## src/rtl/pulse_pkg.sv

```systemverilog
// Shared types and default sizing for the pulse hold scheduler.
package pulse_pkg;

    typedef enum logic [1:0] {
        IDLE = 2'd0,
        HOLD = 2'd1,
        GAP  = 2'd2
    } state_e;

    localparam int DEF_NUM_CH  = 4;
    localparam int DEF_CNT_W   = 32;
    localparam int DEF_GAP_CYC = 1;

endpackage

```

## src/rtl/pulse_hold_sched_rr_arbiter.sv

```systemverilog
// Combinational round-robin arbiter: the first requester at or after the
// pointer, searching upward with wrap, receives a one-hot grant.
module rr_arbiter #(
    parameter int N     = 4,
    parameter int PTR_W = 2
) (
    input  logic [N-1:0]     req,
    input  logic [PTR_W-1:0] ptr,
    output logic [N-1:0]     grant
);

    always_comb begin
        int  idx;
        logic found;
        grant = '0;
        found = 1'b0;
        idx   = 0;
        for (int off = 0; off < N; off++) begin
            idx = int'(ptr) + off;
            if (idx >= N) idx = idx - N;
            if (!found && req[idx]) begin
                grant[idx] = 1'b1;
                found      = 1'b1;
            end
        end
    end

endmodule

```

## src/rtl/pulse_hold_sched.sv

```systemverilog
// Shared stretched-pulse scheduler: channels request a hold length, one is
// granted round-robin, and pulse_out stays high for that many cycles.
//
//   state | meaning
//   IDLE  | arbitrating; req_rdy may be asserted
//   HOLD  | pulse_out high, counter runs down to 0
//   GAP   | enforced low time between holds
module pulse_hold_sched
    import pulse_pkg::*;
#(
    parameter int NUM_CH  = DEF_NUM_CH,
    parameter int CNT_W   = DEF_CNT_W,
    parameter int GAP_CYC = DEF_GAP_CYC
) (
    input  logic                       clk,
    input  logic                       rst,
    input  logic [NUM_CH-1:0]          req_vld,
    input  logic [NUM_CH*CNT_W-1:0]    req_hold,
    output logic [NUM_CH-1:0]          req_rdy,
    input  logic                       abort,
    output logic                       pulse_out,
    output logic [$clog2(NUM_CH)-1:0]  pulse_ch,
    output logic                       busy,
    output logic                       done
);

    localparam int PTR_W = $clog2(NUM_CH);
    localparam logic [CNT_W-1:0] GAP_LOAD = (GAP_CYC > 0) ? CNT_W'(GAP_CYC - 1) : '0;

    state_e             state_q, state_d;
    logic [CNT_W-1:0]   cnt_q, cnt_d;
    logic [PTR_W-1:0]   ptr_q, ptr_d;
    logic [PTR_W-1:0]   ch_q, ch_d;

    logic [NUM_CH-1:0]  grant;
    logic [PTR_W-1:0]   grant_idx;
    logic [CNT_W-1:0]   hold_sel;

    rr_arbiter #(
        .N     (NUM_CH),
        .PTR_W (PTR_W)
    ) u_arb (
        .req   (req_vld),
        .ptr   (ptr_q),
        .grant (grant)
    );

    always_comb begin
        grant_idx = '0;
        for (int i = 0; i < NUM_CH; i++) begin
            if (grant[i]) grant_idx = PTR_W'(i);
        end
    end

    assign hold_sel = req_hold[int'(grant_idx)*CNT_W +: CNT_W];
    assign req_rdy  = (state_q == IDLE) ? grant : '0;

    // pulse_out decodes straight from the state flop so reset clears it asynchronously
    assign pulse_out = (state_q == HOLD);
    assign busy      = (state_q != IDLE);
    assign pulse_ch  = ch_q;

    always_comb begin
        state_d = state_q;
        cnt_d   = cnt_q;
        ptr_d   = ptr_q;
        ch_d    = ch_q;
        done    = 1'b0;
        case (state_q)
            IDLE: begin
                if (|req_rdy) begin
                    state_d = HOLD;
                    ch_d    = grant_idx;
                    cnt_d   = (hold_sel == '0) ? '0 : hold_sel - CNT_W'(1);
                    ptr_d   = (grant_idx == PTR_W'(NUM_CH - 1)) ? '0 : grant_idx + PTR_W'(1);
                end
            end
            HOLD: begin
                if (abort || cnt_q == '0) begin
                    done    = !abort;
                    state_d = (GAP_CYC == 0) ? IDLE : GAP;
                    cnt_d   = GAP_LOAD;
                end else begin
                    cnt_d = cnt_q - CNT_W'(1);
                end
            end
            GAP: begin
                if (cnt_q == '0) begin
                    state_d = IDLE;
                end else begin
                    cnt_d = cnt_q - CNT_W'(1);
                end
            end
            default: begin
                state_d = IDLE;
                cnt_d   = '0;
            end
        endcase
    end

    always_ff @(posedge clk or posedge rst) begin
        if (rst) begin
            state_q <= IDLE;
            cnt_q   <= '0;
            ptr_q   <= '0;
            ch_q    <= '0;
        end else begin
            state_q <= state_d;
            cnt_q   <= cnt_d;
            ptr_q   <= ptr_d;
            ch_q    <= ch_d;
        end
    end

endmodule

```

## config.mk

```make
export PLATFORM = sky130hd
export DESIGN_NAME = pulse_hold_sched
export DESIGN_NICKNAME = d
export VERILOG_FILES = /design/src/rtl/pulse_pkg.sv /design/src/rtl/pulse_hold_sched_rr_arbiter.sv /design/src/rtl/pulse_hold_sched.sv
export SDC_FILE = /design/constraint.sdc
export NUM_CORES = 1
export LEC_CHECK = 0
export ABC_AREA = 0
export CAP_MARGIN = 20
export CORE_ASPECT_RATIO = 2
export CORE_MARGIN = 3
export CORE_UTILIZATION = 52
export DETAILED_ROUTE_END_ITERATION = 7
export HOLD_SLACK_MARGIN = 0.12
export PLACE_DENSITY_LB_ADDON = 0.1
export SETUP_SLACK_MARGIN = 0.4
export SLEW_MARGIN = 25
export SYNTH_ARGS = -nofsm -noshare
export SYNTH_HDL_FRONTEND = slang
export SYNTH_HIERARCHICAL = 1
export SYNTH_SLANG_ARGS = --single-unit
```

## constraint.sdc

```tcl
create_clock -name clk -period 11.8 [get_ports clk]
set_input_delay 3.54 -clock clk [delete_from_list [all_inputs] [get_ports clk]]
set_output_delay 3.54 -clock clk [all_outputs]
set_load 0.02 [all_outputs]
```

==> flow_metrics.py <==
metrics = {
    "critical_path": {
        "start_kind": "input pin",
        "crit_fanout": 11,
        "critical_path_arrival_ps": 6270,
        "r2r-start": "ptr_q[0]",
        "worst-endpoint-required_ps": 8260,
        "crit_type": "in2out",
        "startpoint": "req_vld[1]",
        "worst_setup_path_end_kind": "primary output",
    },
    "power": {
        "power_density_nw_per_um2": 64.42,
        "leakage_nw": 2.307,
        "vdd_ir_drop_max_mv": 0.04882,
    },
    "clock_tree": {
        "cts_buffers": 5,
        "cts_hold_buf": 0,
        "cts_sinks": 38,
        "post-cts-setup-buffer-count": 0,
        "cts_max_level": 2,
        "clk_pin_slew_worst_paths_ps": 50,
        "clockBufferDepth": 2,
        "post_cts_resize_count": 0,
        "root_buffer": "clkbuf_16",
        "tritoncts": "done",
        "clkLatencyLatePin_ps": 280,
    },
    "grt": {
        "grt_pass1_vias": 5158,
        "grt_overflow": 0,
        "grt_util_all_layers": 0.3094,
        "grt_pass1_wl_um": 24790,
        "grt_max_degree": 58,
        "antenna_found_initial": 0,
    },
    "synthesis": {
        "netlist_area_um2": 4592,
        "ys_warn_count": 6,
        "netlist_instances": 589,
        "syn_avg_cell_area_um2": 7.796,
        "syn-num-nets": 736,
        "ys_seq_area_frac": 0.2071,
        "synth_edf_count": 0,
        "synth-main-ff-cell": "dfrtp_1",
        "yosysUniqueCellTypes": 68,
        "async_reset_ff_frac": 1.000,
        "synth_seq_cells": 38,
    },
    "sta": {
        "finalSetupViolCount": 0,
        "tns_ps": 0,
        "grt_setup_unrepaired": "no",
        "timing.slew.headroom": 0.3669,
        "finalHoldViolations": 0,
        "post-route-min-period_ps": 9813,
        "final.setup.worst_slack_ps": 1987,
        "slew_viol_final": 0,
        "max_freq_mhz": 101.9,
        "worstMarginPinSlew_ps": 949.7,
        "finClkSkew_ps": 7.348,
        "fin_crit_sh": 0.8316,
    },
    "routing": {
        "wl_um": 15790,
        "drc": 0,
        "vias_per_cell": 6.273,
        "vias": 5081,
        "firstDrtPassIters": 4,
        "postRouteAntennaNets": 0,
        "drt_iter0_drc": 340,
        "wire_per_inst_um": 19.49,
    },
    "die": {
        "die_h_um": 138.9,
        "fp.dieW_um": 72.45,
        "ios": 144,
        "start_util": 0.5460,
        "die_area_um2": 10060,
        "rows": 47,
        "core_region_area_um2": 8409,
    },
    "placement": {
        "pre_cts_ws_ps": 2030,
        "hpwl_um": 12620,
        "port-buffer-count": 143,
        "gp_congestion": 0.9264,
        "dp_cells": 802,
    },
    "final_layout": {
        "insertedDiodeCount": 0,
        "n_fill_cell": 710,
        "drive_gt1_frac": 0.07163,
        "nNetsFinal": 858,
        "final_cells": 810,
        "syn_to_final_growth_pct": 33.98,
    },
    "min_path": {
        "hp-start": "cnt_q[12]",
        "worstHoldPathType": "reg2reg",
    },
    "job": {
        "drv_cap": 0,
    },
    "run_status": {
        "status": "finished, final reports clean",
    },
}
-- synth_stat cells (17+ instances only) --
cell	count	share of area
a21oi_1	39	0.043
dfrtp_1	38	0.21
inv_1	28	0.023
mux2i_1	28	0.061
nand2_1	48	0.039
nor2_1	37	0.030
nor3_1	22	0.024
o21ai_0	47	0.051
o21ai_1	22	0.024
o221ai_1	17	0.032
xnor2_1	20	0.038
-- final cells by class --
cell class	instances	area, um^2	area share
Multi-Input combinational cell	489	3346	0.5438
Timing Repair Buffer	149	1476	0.2400
Sequential cell	38	950.9	0.1546
Clock buffer	6	138.9	0.02257
Tap cell	98	122.6	0.01993
Inverter	28	105.1	0.01708
Clock inverter	2	12.51	0.002034
-- flip-flops by register name, indices dropped and copies added (netlist names) --
register,cells
cnt_q,32
ptr_q,2
pulse_ch,2
state_q,2
-- worst paths after layout --
kind | cells after the start | end | slack (ps)
min | 2 | cnt_q[12] | 520
max | 8 | req_rdy[2] | 1990
max reg2reg | 14 | cnt_q[6] | 6410
max in group asynchronous | 3 | cnt_q[13] | 7770
min reg2reg | 2 | cnt_q[12] | 520
min in group asynchronous | 3 | cnt_q[3] | 3670
-- cell usage in the layout (no fill, tap or decap), types with 17 or more instances in the layout --
| cell type | synthesis | routed |
|---|---|---|
| nor3_1 | 22 | 22 |
| xnor2_1 | 20 | 20 |
| o21ai_1 | 22 | 22 |
| inv_1 | 28 | 28 |
| nand2_1 | 48 | 48 |
| clkdlybuf4s50_1 | 0 | 143 |
| mux2i_1 | 28 | 28 |
| nor2_1 | 37 | 37 |
| a21oi_1 | 39 | 39 |
| o221ai_1 | 17 | 17 |
| dfrtp_1 | 38 | 38 |
| o21ai_0 | 47 | 47 |
-- routing by layer --
metal,routed length [um],GRT usage,up-vias,part of all wire
met4,468,0.1148,0,0.030
met5,0,0,-,0
met1,5651,0.3339,2410,0.36
met3,798,0.03628,31,0.051
met2,8870,0.5887,202,0.56
li1,-,-,2438,-
-- power by group --
part / switching, W / internal (W) / leakage, nW
registers: 0.000000410 / 0.000131 / 0.435
logic: 0.0000562 / 0.0000700 / 1.80
clock network: 0.0000554 / 0.0000837 / 0.0729
total: 0.000112 / 0.000284 / 2.31
-- metrics by stage --
stage	hold slack, ps	power [W]	util	instance area, um^2
after global routing	567.9	0.0004090	0.7316	6152
after detailed placement	508.6	0.0002580	0.7127	5993
after floorplan	469.2	0.0001945	-	4592
after global placement	494.9	0.0002548	0.7127	5993
final	518.1	0.0003963	0.7316	6152
after CTS	520.2	0.0003954	0.7307	6145
-- cells by family (layout without fill, tap and decap cells) --
| logic type | after synthesis | count (layout) | synth area share |
|---|---|---|---|
| AOI/OAI and AO/OA | 178 | 178 | 0.2455 |
| xor gates and xnor gates | 35 | 35 | 0.06676 |
| adders and majority gates | 12 | 12 | 0.03270 |
| buffers and inverters | 62 | 185 | 0.06594 |
| DFF | 38 | 38 | 0.2071 |
| muxes | 44 | 44 | 0.1117 |
| and+or+nand+nor | 220 | 220 | 0.2703 |
-- critical path, cell delays in order --
cell	delay (ps)
clkdlybuf4s50_1	460
mux4_2	600
nor4b_4	390
nand2_1	100
o211ai_1	130
inv_1	260
nor2_1	170
clkdlybuf4s50_1	610
Note: power is estimated with default switching activity, not from simulation.
